File: config.mk
export PLATFORM = sky130hd
export DESIGN_NAME = prog_loader_flat
export DESIGN_NICKNAME = d
export VERILOG_FILES = /design/src/rtl/prog_loader_if.sv /design/src/rtl/prog_loader.sv /design/src/flat_wrapper.sv
export SDC_FILE = /design/constraint.sdc
export NUM_CORES = 1
export LEC_CHECK = 0
export ABC_AREA = 1
export BUFFER_PORTS_ARGS = -buffer_cell sky130_fd_sc_hd__buf_2
export CORE_UTILIZATION = 62
export CTS_BUF_LIST = sky130_fd_sc_hd__clkbuf_16
export CTS_CLUSTER_SIZE = 16
export DETAILED_ROUTE_END_ITERATION = 10
export PLACE_DENSITY = 0.8
export SYNTH_ARGS = -nofsm -noshare
export SYNTH_HDL_FRONTEND = slang
export SYNTH_SLANG_ARGS = --single-unit
File: constraint.sdc
create_clock -name clk -period 2.2 [get_ports clk]
set_input_delay 0.55 -clock clk [delete_from_list [all_inputs] [get_ports clk]]
set_output_delay 0.55 -clock clk [all_outputs]
set_load 0.01 [all_outputs]
File: src/rtl/prog_loader_if.sv
// prog_loader_if: byte-stream valid/ready channel used to fill the program memory.
//   data  - stream byte (master -> slave)
//   valid - data is valid (master -> slave)
//   ready - slave accepts a byte; a transfer is valid & ready at a rising clk edge
interface prog_loader_if;
    logic [7:0] data;
    logic       valid;
    logic       ready;
    modport master (output data, valid, input ready);
    modport slave (input data, valid, output ready);
endinterface

File: src/rtl/prog_loader.sv
// prog_loader: run-time writable 16x8 program memory for the TD4 core, filled over a
// byte stream and released to the CPU only after a trailing checksum byte matches.
//   clk      - system clock, rising edge
//   rst_n    - asynchronous active-low reset; clears state, counters and memory
//   load_req - one-cycle pulse that starts or restarts a load
//   s        - byte stream (slave side): data, valid in; ready out
//   addr     - CPU fetch address
//   command  - mem[addr], combinational
//   cpu_run  - a checksum-verified program is loaded
//   load_err - the last load failed its checksum
module prog_loader (
    input  logic               clk,
    input  logic               rst_n,
    input  logic               load_req,
    prog_loader_if.slave       s,
    input  logic [3:0]         addr,
    output logic [7:0]         command,
    output logic               cpu_run,
    output logic               load_err
);
    typedef enum logic [2:0] {IDLE, LOAD, CHECK, RUN, ERROR} state_t;
    state_t     state, state_nxt;
    logic [3:0] wcnt;
    logic [7:0] sum;
    logic [7:0] mem [16];
    logic       xfer, wr;
    assign s.ready  = (state == LOAD) || (state == CHECK);
    assign cpu_run  = state == RUN;
    assign load_err = state == ERROR;
    assign command  = mem[addr];
    assign xfer     = s.valid && s.ready;
    // A restart request wins over a same-cycle byte, which is then dropped.
    assign wr       = xfer && (state == LOAD) && !load_req;
    always_comb begin
        state_nxt = state;
        if (load_req)
            state_nxt = LOAD;
        else
            case (state)
                LOAD:    if (xfer && wcnt == 4'hf) state_nxt = CHECK;
                CHECK:   if (xfer) state_nxt = (s.data == sum) ? RUN : ERROR;
                default: ;
            endcase
    end
    always_ff @(posedge clk or negedge rst_n) begin
        if (!rst_n) begin
            state <= IDLE;
            wcnt  <= '0;
            sum   <= '0;
            for (int i = 0; i < 16; i++)
                mem[i] <= '0;
        end else begin
            state <= state_nxt;
            if (load_req) begin
                wcnt <= '0;
                sum  <= '0;
            end else if (wr) begin
                mem[wcnt] <= s.data;
                sum       <= sum + s.data;
                wcnt      <= wcnt + 4'd1;
            end
        end
    end
endmodule

File: src/flat_wrapper.sv
// flat-port wrapper written by rule: the top's interface ports become plain ports
module prog_loader_flat 
  (clk, rst_n, load_req, addr, command, cpu_run, load_err, s_data, s_valid, s_ready);
  prog_loader_if s_i ();
  input  logic clk;
  input  logic rst_n;
  input  logic load_req;
  input  logic [3:0] addr;
  output logic [7:0] command;
  output logic cpu_run;
  output logic load_err;
  input wire logic [$bits(s_i.data)-1:0] s_data;
  input wire logic [$bits(s_i.valid)-1:0] s_valid;
  output wire logic [$bits(s_i.ready)-1:0] s_ready;
  assign s_i.data = s_data;
  assign s_i.valid = s_valid;
  assign s_ready = s_i.ready;
  prog_loader u_core (.clk(clk), .rst_n(rst_n), .load_req(load_req), .s(s_i), .addr(addr), .command(command), .cpu_run(cpu_run), .load_err(load_err));
endmodule
# Yosys cells after proc, flatten, opt, wreduce, memory -nomap -nowiden
# Index checks and enable logic that the tools add are counted.
[totals]
ff_bits = 143
inputBits = 16
out_inout_bits = 11
elab_cells = 61
[classes]
addsub = 2
magnitude_cmp = 3
n_eq_ne = 8
n_mux = 15
bitwise = 3
reduce_logical = 11
[op_table]
columns = ["cell", "count"]
rows = [
  ["128-bit bitwise mux", 1],
  ["8-bit 2-to-1 mux", 5],
  ["8-bit binary-select mux with 4-bit select", 1],
  ["8-bit demux with 4-bit select", 1],
  ["3-bit 2-to-1 mux", 4],
  ["5-bit >= comparator, second input constant", 2],
  ["4-bit inverter with 5-bit output", 2],
  ["8-bit adder", 1],
  ["8-bit == test", 1],
  ["4-bit 2-to-1 mux", 2],
  ["3-bit by 2-bit == test with 1-bit output, second input constant", 2],
  ["3-bit one-hot mux with 2 select lines", 1],
  ["1-bit logical AND", 5],
  ["5-bit by 1-bit < comparator with 1-bit output, second input constant", 1],
  ["4-bit by 1-bit adder with 4-bit output, second input constant", 1],
  ["4-bit == test, second input constant", 1],
  ["3-bit by 1-bit == test with 1-bit output, second input constant", 1],
  ["3-bit == test, second input constant", 1],
  ["3-bit by 2-bit inequality test with 1-bit output, second input constant", 1],
  ["3-bit inequality test, second input constant", 1],
  ["3-bit AND reduction", 1],
  ["3-bit nonzero test", 1],
  ["2-bit AND reduction", 1],
  ["2-bit nonzero test", 1],
  ["other kinds (3)", 3],
]

# Longest topological paths before layout
# Gate-level depths: netlist (run 1).
[depth]
ltp_word = 7
mapped_depth = 9
ltp_nobuf = 8

# Worst setup path before layout (run 1)
# No wires, ideal clock.
[synth_path]
kind = "input to output"
from = "in addr[0]"
to = "out command[4]"
arrival_ns = 1.531
required_ns = 1.650
slack_ns = 0.119
stages = 7
path_buffers = 3
path_cell_list = "buf_2 buf_2 buf_1 o211ai_1 nand3_1 nand3_1 nand2_1"
[synth_via]
elab_chain_cells = 4
[synth_lines]
columns = ["item", "line", "rtl"]
rows = [
  ["from (decl)", "flat_wrapper.sv:8", "input logic [3:0] addr;"],
  ["4-bit inverter with 5-bit output (not written as such)", "prog_loader.sv:30", "assign command = mem[addr];"],
  ["8-bit binary-select mux with 4-bit select", "prog_loader.sv:30", ""],
  ["8-bit 2-to-1 mux (not written as such) (2 in series)", "prog_loader.sv:30", ""],
  ["to (decl)", "flat_wrapper.sv:9", "output logic [7:0] command;"],
]
# Every way passes these cells. The select of a mux whose other input is x is not followed.

# Final worst setup path (run 1)
[layout_path]
from = "in addr[0]"
to = "out command[3]"
# Same word-level chain as after synthesis.

==> impl_metrics.toml, run 1 <==
[synthesis]
synth_area_per_cell_um2 = 8.14
synth_top_family_by_area = "simple AND/OR/NAND/NOR gates"
synth_xor_area_frac = 0.00245
ys_ff_latch = 143
synth_mux_area_frac = 0
synthSimpleGateAreaFrac = 0.221
ys_warn_count = 0
synthesis.nets = 908
synth_cell_types = 28
syn_inst = 880
synth_fa_ha_area_frac = 0.0220
synth_compound_area_frac = 0.167
yosysSeqAreaShare = 0.500
syn_area_um2 = 7160

[power_and_ir_drop]
power.internal_mw = 5.08
clkPwrFrac = 0.411
p_per_area_nw_per_um2 = 868
switching_share = 0.283
pwr-share-comb = 0.152
power.total_mw = 7.09
vdd_ir_drop_max_mv = 0.746
leakagePower_nw = 3.91
power_frac_seq = 0.437
p_sw_mw = 2.01

[clocking]
clk_latency_ns = 0.43
clock-sinks = 143
clk_path_buf_depth = 2
cts_tree = "yes"
path_clk_slew_ns = 0.06
ctsHoldBuffers = 0
htreeDepth = 4
postCtsSetupRepairBufs = 0
numCtsBuffers = 17
clockRootBuffer = "clkbuf_16"

[cells_and_area]
finalNetCount = 930
drive_gt1_frac = 0.110
area.growth.synth_to_final_pct = 14.1
finalInstanceArea_um2 = 8170
diodes = 0
fillCellCount = 791

[global_routing]
globalRouteOverflowTotal = 0
grt_usage = 0.334
antenna_found_initial = 0
grt_pass1_wl_um = 29300
grt_start_max_net_pins = 54
first_global_vias = 5786

[timing]
post-route-period-util = 0.996
hold_viol = 0
finClkSkew_ns = 0.00843
slew_viol_final = 0
timing.slew.headroom = 0.552
fin_setup_tns_ns = 0
worstMarginPinSlew_ns = 0.671
layout_min_cycle_time_ns = 2.19
max_clock_freq_ghz = 0.456
setup_viol = 0

[place]
placed_area_um2 = 7490
port_buffers = 26
place_congestion = 0.895
dp.final_hpwl_um = 12000

[critical_path]
crit_chain = "buf_6 > buf_12 > o211ai_1 > nand3_1 > nand3_1 > nand2_1 > buf_2"
end_kind = "output pin"
worstPathArrival_ns = 1.64
path_common_cell = "nand3_1"
crit_type = "in -> out"
cp_data_required_time_ns = 1.65
cpMaxStageDelayCell = "o211ai_1"
startpoint_type = "input pin"
cp.buffers_inverters = 3
critPathMaxStageDelay_ns = 0.31
startpoint = "addr[0]"
rr_startpoint = "u_core.state[2]"
path_delay_family = "buffers and inverters"
path_max_fanout = 30

[worst_hold_path]
min_path_type = "in -> async"

[routing]
dr.pass1.iters = 6
via_per_inst = 5.85
wire_per_inst_um = 17.7
drc = 0
drt_iter0_drc = 550
drt-total-wl_um = 18700
ant_nets = 0
dr_total_vias = 6169

[run_status]
status = "complete, no violations"

[floorplanning]
core_area_um2 = 11000
die_w_um = 109
start_util = 0.649
row_count = 38
die-area_um2 = 12000
pin_count = 27
fp.dieH_um = 109

[flow_run]
cap_violations = 0
==> through the flow <==
step	worst slack [ns]	cells	hold WS (ns)	utilization
2_1_floorplan	0.119	880	0.254	-
3_3_place_gp	-0.0168	1021	0.461	0.679
3_5_place_dp	0.00391	1021	0.469	0.679
4_1_cts	0.00427	1053	0.0712	0.733
5_1_grt	-0.00488	1055	0.0866	0.741
6_report	0.00859	1055	0.0499	0.741
==> sequential cells by signal, summed over array words and instances (netlist names) <==
name          cells
u_core.mem      128
u_core.sum        8
u_core.wcnt       4
u_core.state      3
==> logic make-up after synthesis <==
family          count (synthesis)
fa+ha+maj                      12
xor+xnor                        2
buf+inv                       153
simple gates                  352
compound gates                218
flops                         143
==> cell type report <==
type                       count  area [um^2]  share of cell area
sequential                   143         3580               0.438
clock inverter                15          171              0.0210
clock buffer                  17          425              0.0521
tap                          140          175              0.0214
multi-input combinational    584         2950               0.361
inverter                     103          387              0.0473
timing repair buffer          53          482              0.0589
==> worst register-to-register path, delay by kind of cell, from the launching register on <==
family                 cells  cell delay [ns]
AO/OA/AOI/OAI              1             0.09
buffers and inverters      2             0.38
flip-flops                 1             0.41
AND/OR/NAND/NOR            4             0.74
==> synthesized netlist by cell type, drive strengths merged <==
master | count | area share
a21oi | 28 | 0.020
buf | 20 | 0.019
clkbuf | 30 | 0.016
clkinv | 1 | 0.00052
dfrtp | 143 | 0.50
fa | 1 | 0.0028
ha | 11 | 0.019
inv | 102 | 0.053
nand2 | 250 | 0.13
nand3 | 66 | 0.047
nand4 | 16 | 0.027
nor2 | 16 | 0.010
nor3 | 3 | 0.0028
o211ai | 41 | 0.043
o21ai | 149 | 0.10
or2 | 1 | 0.00087
xnor2 | 2 | 0.0024
==> path summary, 6_finish.rpt <==
path	end	slack [ns]	cells after the start
setup / recovery	command[3]	0.009	7
hold / removal	u_core.mem[30]	0.05	1
setup reg to reg	u_core.mem[76]	0.42	7
hold reg to reg	u_core.mem[91]	0.49	2
max in group asynchronous	u_core.wcnt[3]	1.52	2
min in group clk	u_core.mem[42]	0.36	3
==> power groups by stage <==
stage / Clock (mW) / Sequential [mW] / Combinational (mW)
finish: 2.92 / 3.10 / 1.08
global route: 3.03 / 3.12 / 1.23
CTS: 2.93 / 3.09 / 1.05
detailed placement: 0 / 3.13 / 1.03
global placement: 0 / 3.11 / 0.997
floorplan: 0 / 3.08 / 0.710
==> per-layer routing <==
metal,vias to the layer above,share of wire,track usage
met4,0,0.030,0.136
li1,2931,-,-
met3,48,0.084,0.0889
met5,-,0,0
met2,272,0.47,0.520
met1,2918,0.42,0.444
==> layout by cell type (no fill, tap or decap), types with 2 or more instances in the layout <==
master | netlist | routed
dfrtp_1 | 143 | 143
buf_6 | 6 | 5
nor2_2 | 2 | 2
clkinv_1 | 1 | 2
a21oi_1 | 28 | 27
nand2_4 | 2 | 2
bufinv_16 | 0 | 3
nand4_1 | 10 | 10
ha_1 | 11 | 11
nand2_1 | 247 | 247
nand3_1 | 65 | 65
o211ai_1 | 41 | 41
buf_2 | 10 | 23
o21ai_1 | 7 | 9
buf_4 | 0 | 15
nand4_4 | 6 | 6
clkbuf_16 | 0 | 19
o21ai_0 | 142 | 140
nor2_1 | 13 | 13
inv_1 | 99 | 101
clkinv_2 | 0 | 2
buf_12 | 0 | 7
clkinv_4 | 0 | 2
xnor2_1 | 2 | 2
inv_2 | 3 | 3
clkinvlp_4 | 0 | 3
nor3_1 | 2 | 2
==> repair_timing <==
| item | 4_1_cts | 5_1_grt |
|---|---|---|
| endpoints found under the hold margin | 0 | 0 |
| gates resized for setup | 0 | 11 |
| cloned | 0 | 2 |
| endpoints found under the setup margin | 1 | 8 |
| pin swaps | 1 | 8 |
(Power assumes the default switching activity.)
==> run 2, diff against run 1 <==
--- a/config.mk
+++ b/config.mk
@@ -5,7 +5,6 @@
 export SDC_FILE = /design/constraint.sdc
 export NUM_CORES = 1
 export LEC_CHECK = 0
-export ABC_AREA = 1
 export BUFFER_PORTS_ARGS = -buffer_cell sky130_fd_sc_hd__buf_2
 export CORE_UTILIZATION = 62
 export CTS_BUF_LIST = sky130_fd_sc_hd__clkbuf_16
==> run 2 against run 1 <==
- the run now ends with setup timing left
- clock skew decreased by 0.0016 ns
- wire length down 13%
- hold slack improved by 0.43 ns
- combinational power shrank 26%
- maximum frequency shrank 14%
- count of clock-buffer cells in the layout did not move
- sequential share of layout area decreased by 0.89 points
- worst setup slack worse by 0.36 ns
- largest power group unchanged
- sequential cell count is the same
- synthesized cell count fell by 48%
- register-to-register slack worse by 0.33 ns
- critical path depth decreased by 2
==> impl_metrics.toml, run 2 <==
[timing]
max_clock_freq_ghz = 0.392
hold_viol = 0
finClkSkew_ns = 0.00681
rsz0062_at_grt = "yes"
worstMarginPinSlew_ns = 0.754
fin_setup_tns_ns = -2.52
slew_viol_final = 0
setup_viol = 8
post-route-period-util = 1.16
layout_min_cycle_time_ns = 2.55
layout_setup_ws_ns = -0.348
timing.slew.headroom = 0.496

[run_status]
status = "complete, but fails checks"
violations = "setup timing"

[synthesis]
syn_inst = 462
ys_ff_latch = 143
synth_common_cells = "dfrtp_1 (143), mux2_2 (129), mux4_1 (32), clkbuf_1 (15), nand2_1 (14)"
yosysTopAreaCell = "dfrtp_1"
synth_area_leaders = "dfrtp_1 (50%), mux2_2 (20%), mux4_1 (12%)"
synth_most_common_cell = "dfrtp_1"
yosysSeqAreaShare = 0.499
synth_area_per_cell_um2 = 15.5
async_reset_ff_frac = 1.00
syn_area_um2 = 7170
synth_edf_count = 0
synthesis.nets = 490
synth_top_area_share = 0.499
ys_warn_count = 0
yosys_most_used_dff = "dfrtp_1"
synth_cell_types = 46

[flow_run]
cap_violations = 0

[routing]
drt_iter0_drc = 313
drt-total-wl_um = 16300
ant_nets = 0
dr_total_vias = 4391
dr.pass1.iters = 5
wire_per_inst_um = 24.2
via_per_inst = 6.50
drc = 0

[floorplanning]
start_util = 0.648
row_count = 38
die-area_um2 = 12000
die_w_um = 110
fp.dieH_um = 110
pin_count = 27
core_area_um2 = 11100

[critical_path]
startpoint_type = "input pin"
path_max_fanout = 6
end_kind = "output pin"
crit_type = "in -> out"
worstPathArrival_ns = 2.00
cp_data_required_time_ns = 1.65

[place]
place_inst = 639
placed_area_um2 = 7610
place_congestion = 0.862
port_buffers = 26
dp.final_hpwl_um = 10200

[power_and_ir_drop]
leakagePower_nw = 3.94
vdd_ir_drop_max_mv = 0.557
power.total_mw = 6.38
p_per_area_nw_per_um2 = 765

[global_routing]
grt_usage = 0.304
globalRouteOverflowTotal = 0
first_global_vias = 4552
antenna_found_initial = 0
grt_pass1_wl_um = 25700
grt_start_max_net_pins = 73

[clocking]
cts_tree = "yes"
postCtsSetupRepairBufs = 0
clk_latency_ns = 0.42
clk_path_buf_depth = 2
path_clk_slew_ns = 0.06
htreeDepth = 4
clockRootBuffer = "clkbuf_16"
numCtsBuffers = 17
clock-sinks = 143

[cells_and_area]
largest_register = "u_core.mem"
final_cells = 676
reg_top3 = "u_core.mem x128, u_core.sum x8, u_core.wcnt x4"
finalInstanceArea_um2 = 8340
diodes = 0
final_common_cell = "dfrtp_1"
drive_gt1_frac = 0.532
layout_common_cells = "dfrtp_1 (143), mux2_2 (129), mux4_2 (40)"
finalNetCount = 551
area.growth.synth_to_final_pct = 16.3
largest_reg_flops = 128

[worst_hold_path]
min_path_type = "in -> reg"
==> run 2: cell count changes after synthesis, sizes merged, moves of 40 or more <==
cell   before  now
mux2        0  129
nand2     250   14
mux4        0   40
inv       102    5
o21ai     149    2
nand3      66   16
==> run 2: critical path, stage by stage <==
cell    delay (ns)
buf_16        0.14
buf_12        0.14
mux4_2        0.50
mux4_2        0.51
buf_6         0.15
==> run 2: kinds of logic after synthesis <==
family | after synthesis | synth area share
adder cells (fa/ha/maj) | 12 | 0.0220
buffers and inverters | 35 | 0.0263
XOR/XNOR | 5 | 0.00610
multiplexers | 170 | 0.346
AO/OA/AOI/OAI | 29 | 0.0272
flip-flops | 143 | 0.499
AND/OR/NAND/NOR | 68 | 0.0734
==> run 2: cell type report <==
class,count,area [um^2]
well taps,140,175
clock buffers,17,425
fillers,675,2740
inverters,5,18.8
flip-flops and latches,143,3580
repair buffers,72,734
multi-input cells,284,3290
clock inverters,15,121
==> run 2: final timing paths <==
path / from / endpoint / slack, ns / depth (start not counted)
setup / recovery: addr[0] / command[7] / -0.35 / 5
min in group asynchronous: rst_n / u_core.mem[121] / 0.57 / 2
hold / removal: load_req / u_core.wcnt[3] / 0.48 / 2
max in group asynchronous: rst_n / u_core.state[0] / 0.93 / 3
setup reg to reg: u_core.sum[0] / u_core.sum[6] / 0.09 / 7
hold reg to reg: u_core.mem[116] / u_core.mem[116] / 0.50 / 1
==> run 2: layer usage <==
metal | vias up | share of wire | GRT usage
met5 | - | 0.0017 | 0
met4 | 2 | 0.030 | 0.139
met3 | 29 | 0.046 | 0.0605
met2 | 127 | 0.50 | 0.488
met1 | 2350 | 0.42 | 0.402
li1 | 1883 | - | -
==> run 2: repair_timing <==
action | in CTS | in global routing
resized for setup | 10 | 8
setup endpoints to repair | 8 | 8
hold endpoints to repair | 7 | 0
pin swaps | 0 | 0
cloned | 3 | 1
hold buffers | 1 | 0
==> run 2: power by group <==
part | total, mW | internal (mW) | leakage [nW] | switching (mW)
Sequential | 2.92 | 2.81 | 1.94 | 0.110
Clock | 2.66 | 1.54 | 0.247 | 1.12
Combinational | 0.801 | 0.438 | 1.76 | 0.363
==> run 2: metrics by stage <==
| step | hold WS [ns] | setup WS, ns | utilization |
|---|---|---|---|
| 3_5_place_dp | 0.446 | -0.454 | 0.687 |
| 2_1_floorplan | 0.254 | -0.121 | - |
| 5_1_grt | 0.504 | -0.354 | 0.753 |
| 3_3_place_gp | 0.446 | -0.418 | 0.687 |
| 4_1_cts | 0.467 | -0.338 | 0.747 |
| 6_report | 0.475 | -0.348 | 0.753 |
==> run 3, diff against run 2 <==
--- a/config.mk
+++ b/config.mk
@@ -6,11 +6,11 @@
 export NUM_CORES = 1
 export LEC_CHECK = 0
 export BUFFER_PORTS_ARGS = -buffer_cell sky130_fd_sc_hd__buf_2
-export CORE_UTILIZATION = 62
-export CTS_BUF_LIST = sky130_fd_sc_hd__clkbuf_16
+export CORE_UTILIZATION = 64
+export CTS_BUF_LIST = sky130_fd_sc_hd__clkbuf_8
 export CTS_CLUSTER_SIZE = 16
 export DETAILED_ROUTE_END_ITERATION = 10
-export PLACE_DENSITY = 0.8
+export PLACE_DENSITY = 0.82
 export SYNTH_ARGS = -nofsm -noshare
 export SYNTH_HDL_FRONTEND = slang
 export SYNTH_SLANG_ARGS = --single-unit
==> run 3 against run 2 <==
- the flow still finishes with violations (setup timing)
- hold slack got worse by 0.47 ns
- worst setup slack improved by 0.024 ns
- sequential share of layout area rose by 0.62 points
- sequential power barely moved
- clock power shrank 21%
- via count down 1.9%
- clock skew about the same
- utilization is 0.22 points higher
- final cell count is 1.2% higher
- first-iteration DRC count is 5.8% lower
- critical endpoint is now command[2]
==> impl_metrics.toml, run 3 (synthesis gave the netlist of run 2 again) <==
[run_status]
status = "complete, but fails checks"
violations = "setup timing"

[floorplanning]
core_area_um2 = 10900
fp.dieH_um = 108
row_count = 38
start_util = 0.659
pin_count = 27
die_w_um = 108
die-area_um2 = 11600

[place]
dp.final_hpwl_um = 10700
place_inst = 639
port_buffers = 26
place_ws_ns = -0.453
place_congestion = 0.862

[power_and_ir_drop]
power_frac_seq = 0.502
switching_share = 0.247
p_per_area_nw_per_um2 = 704
clkPwrFrac = 0.363
p_sw_mw = 1.43
power.internal_mw = 4.36
leakagePower_nw = 3.94
power.total_mw = 5.79
pwr-share-comb = 0.136
vdd_ir_drop_max_mv = 0.675

[clocking]
htreeDepth = 4
clockRootBuffer = "clkbuf_8"
clk_latency_ns = 0.45
numCtsBuffers = 17
path_clk_slew_ns = 0.08
clk_path_buf_depth = 2
cts_tree = "yes"
clock-sinks = 143
ctsHoldBuffers = 0

[critical_path]
r2r_end = "u_core.sum[6]"
startpoint = "u_core.mem[18]"
end_kind = "output pin"
crit_chain = "mux4_2 > mux4_2 > buf_6"
r2r_slack_ns = 0.17
critPathMaxStageDelay_ns = 0.49
path_common_cell = "mux4_2"
startpoint_type = "flop"
cp_data_required_time_ns = 1.65
worstPathArrival_ns = 1.97
cpMaxStageDelayCell = "mux4_2"
r2r_cells = 7
path_max_fanout = 2
rr_startpoint = "u_core.sum[0]"
crit_type = "reg -> out"
critPathCapture = "command[2]"

[timing]
slew_viol_final = 0
layout_setup_ws_ns = -0.324
setup_viol = 8
max_clock_freq_ghz = 0.396
layout_min_cycle_time_ns = 2.52
fin_setup_tns_ns = -2.45
timing.slew.headroom = 0.505
post-route-period-util = 1.15
worstMarginPinSlew_ns = 0.741
hold_viol = 0
rsz0062_at_grt = "yes"
finClkSkew_ns = 0.00676

[flow_run]
cap_violations = 0

[cells_and_area]
final_cells = 684
reg_top3 = "u_core.mem x128, u_core.sum x8, u_core.wcnt x4"
final_common_cell = "dfrtp_1"
drive_gt1_frac = 0.546
finalNetCount = 560
largest_register = "u_core.mem"
fillCellCount = 644
area.growth.synth_to_final_pct = 14.6
largest_reg_flops = 128
layout_common_cells = "dfrtp_1 (143), mux2_2 (129), buf_4 (43)"
diodes = 0

[worst_hold_path]
min_path_type = "in -> async"

[global_routing]
first_global_vias = 4663
grt_usage = 0.316
globalRouteOverflowTotal = 0
grt_pass1_wl_um = 26000
grt_start_max_net_pins = 46
antenna_found_initial = 0

[routing]
via_per_inst = 6.30
ant_nets = 0
drt-total-wl_um = 16000
wire_per_inst_um = 23.3
dr_total_vias = 4308
dr.pass1.iters = 4
drc = 0
drt_iter0_drc = 295
-- run 3: worst min-delay path by stage --
stage                            to  slack [ns]  cells past startpoint
finish              u_core.mem[113]      0.0006                      1
global route        u_core.mem[113]        0.01                      1
CTS                 u_core.mem[113]       0.005                      1
detailed placement   u_core.mem[33]        0.49                      1
global placement     u_core.mem[71]        0.48                      1
floorplan             u_core.mem[0]        0.25                      0
-- run 3: repair_timing --
| action | in CTS | in global routing |
|---|---|---|
| cloned | 2 | 0 |
| buffers inserted | 8 | 4 |
| endpoints found under the setup margin | 8 | 9 |
| resized for setup | 9 | 6 |
| pin swaps | 0 | 0 |
-- run 3: final cells by class --
cell class	count	area, um^2	area share
multi-input cells	284	3300	0.401
flip-flops and latches	143	3580	0.435
well taps	140	175	0.0213
repair buffers	81	758	0.0922
inverters	5	18.8	0.00228
clock buffers	18	248	0.0301
clock inverters	13	148	0.0180
-- run 3: routing by layer --
layer | vias to the layer above | GRT usage | share of wire
met2 | 123 | 0.505 | 0.50
li1 | 1873 | - | -
met4 | 0 | 0.0881 | 0.022
met1 | 2290 | 0.409 | 0.41
met5 | - | 0 | 0
met3 | 22 | 0.112 | 0.069
-- run 3: per-stage QoR --
step / instance area, um^2 / hold slack, ns / util
finish: 8220 / 0.000595 / 0.755
global route: 8220 / 0.0123 / 0.755
CTS: 8160 / 0.00542 / 0.749
detailed placement: 7620 / 0.488 / 0.700
global placement: 7620 / 0.481 / 0.700
floorplan: 7090 / 0.254 / -
-- run 3: worst max-delay path, delay by kind of cell (launching register included) --
family	cells	cell delay, ns
mux	2	0.97
flops	1	0.42
buf+inv	1	0.14
-- run 3: power groups by stage --
stage / logic, mW / registers [mW] / clock network (mW)
after floorplan: 0.503 / 2.91 / 0
after global placement: 0.719 / 2.94 / 0
after detailed placement: 0.755 / 2.95 / 0
after CTS: 0.781 / 2.91 / 2.13
after global routing: 0.861 / 2.92 / 2.26
final: 0.785 / 2.91 / 2.10
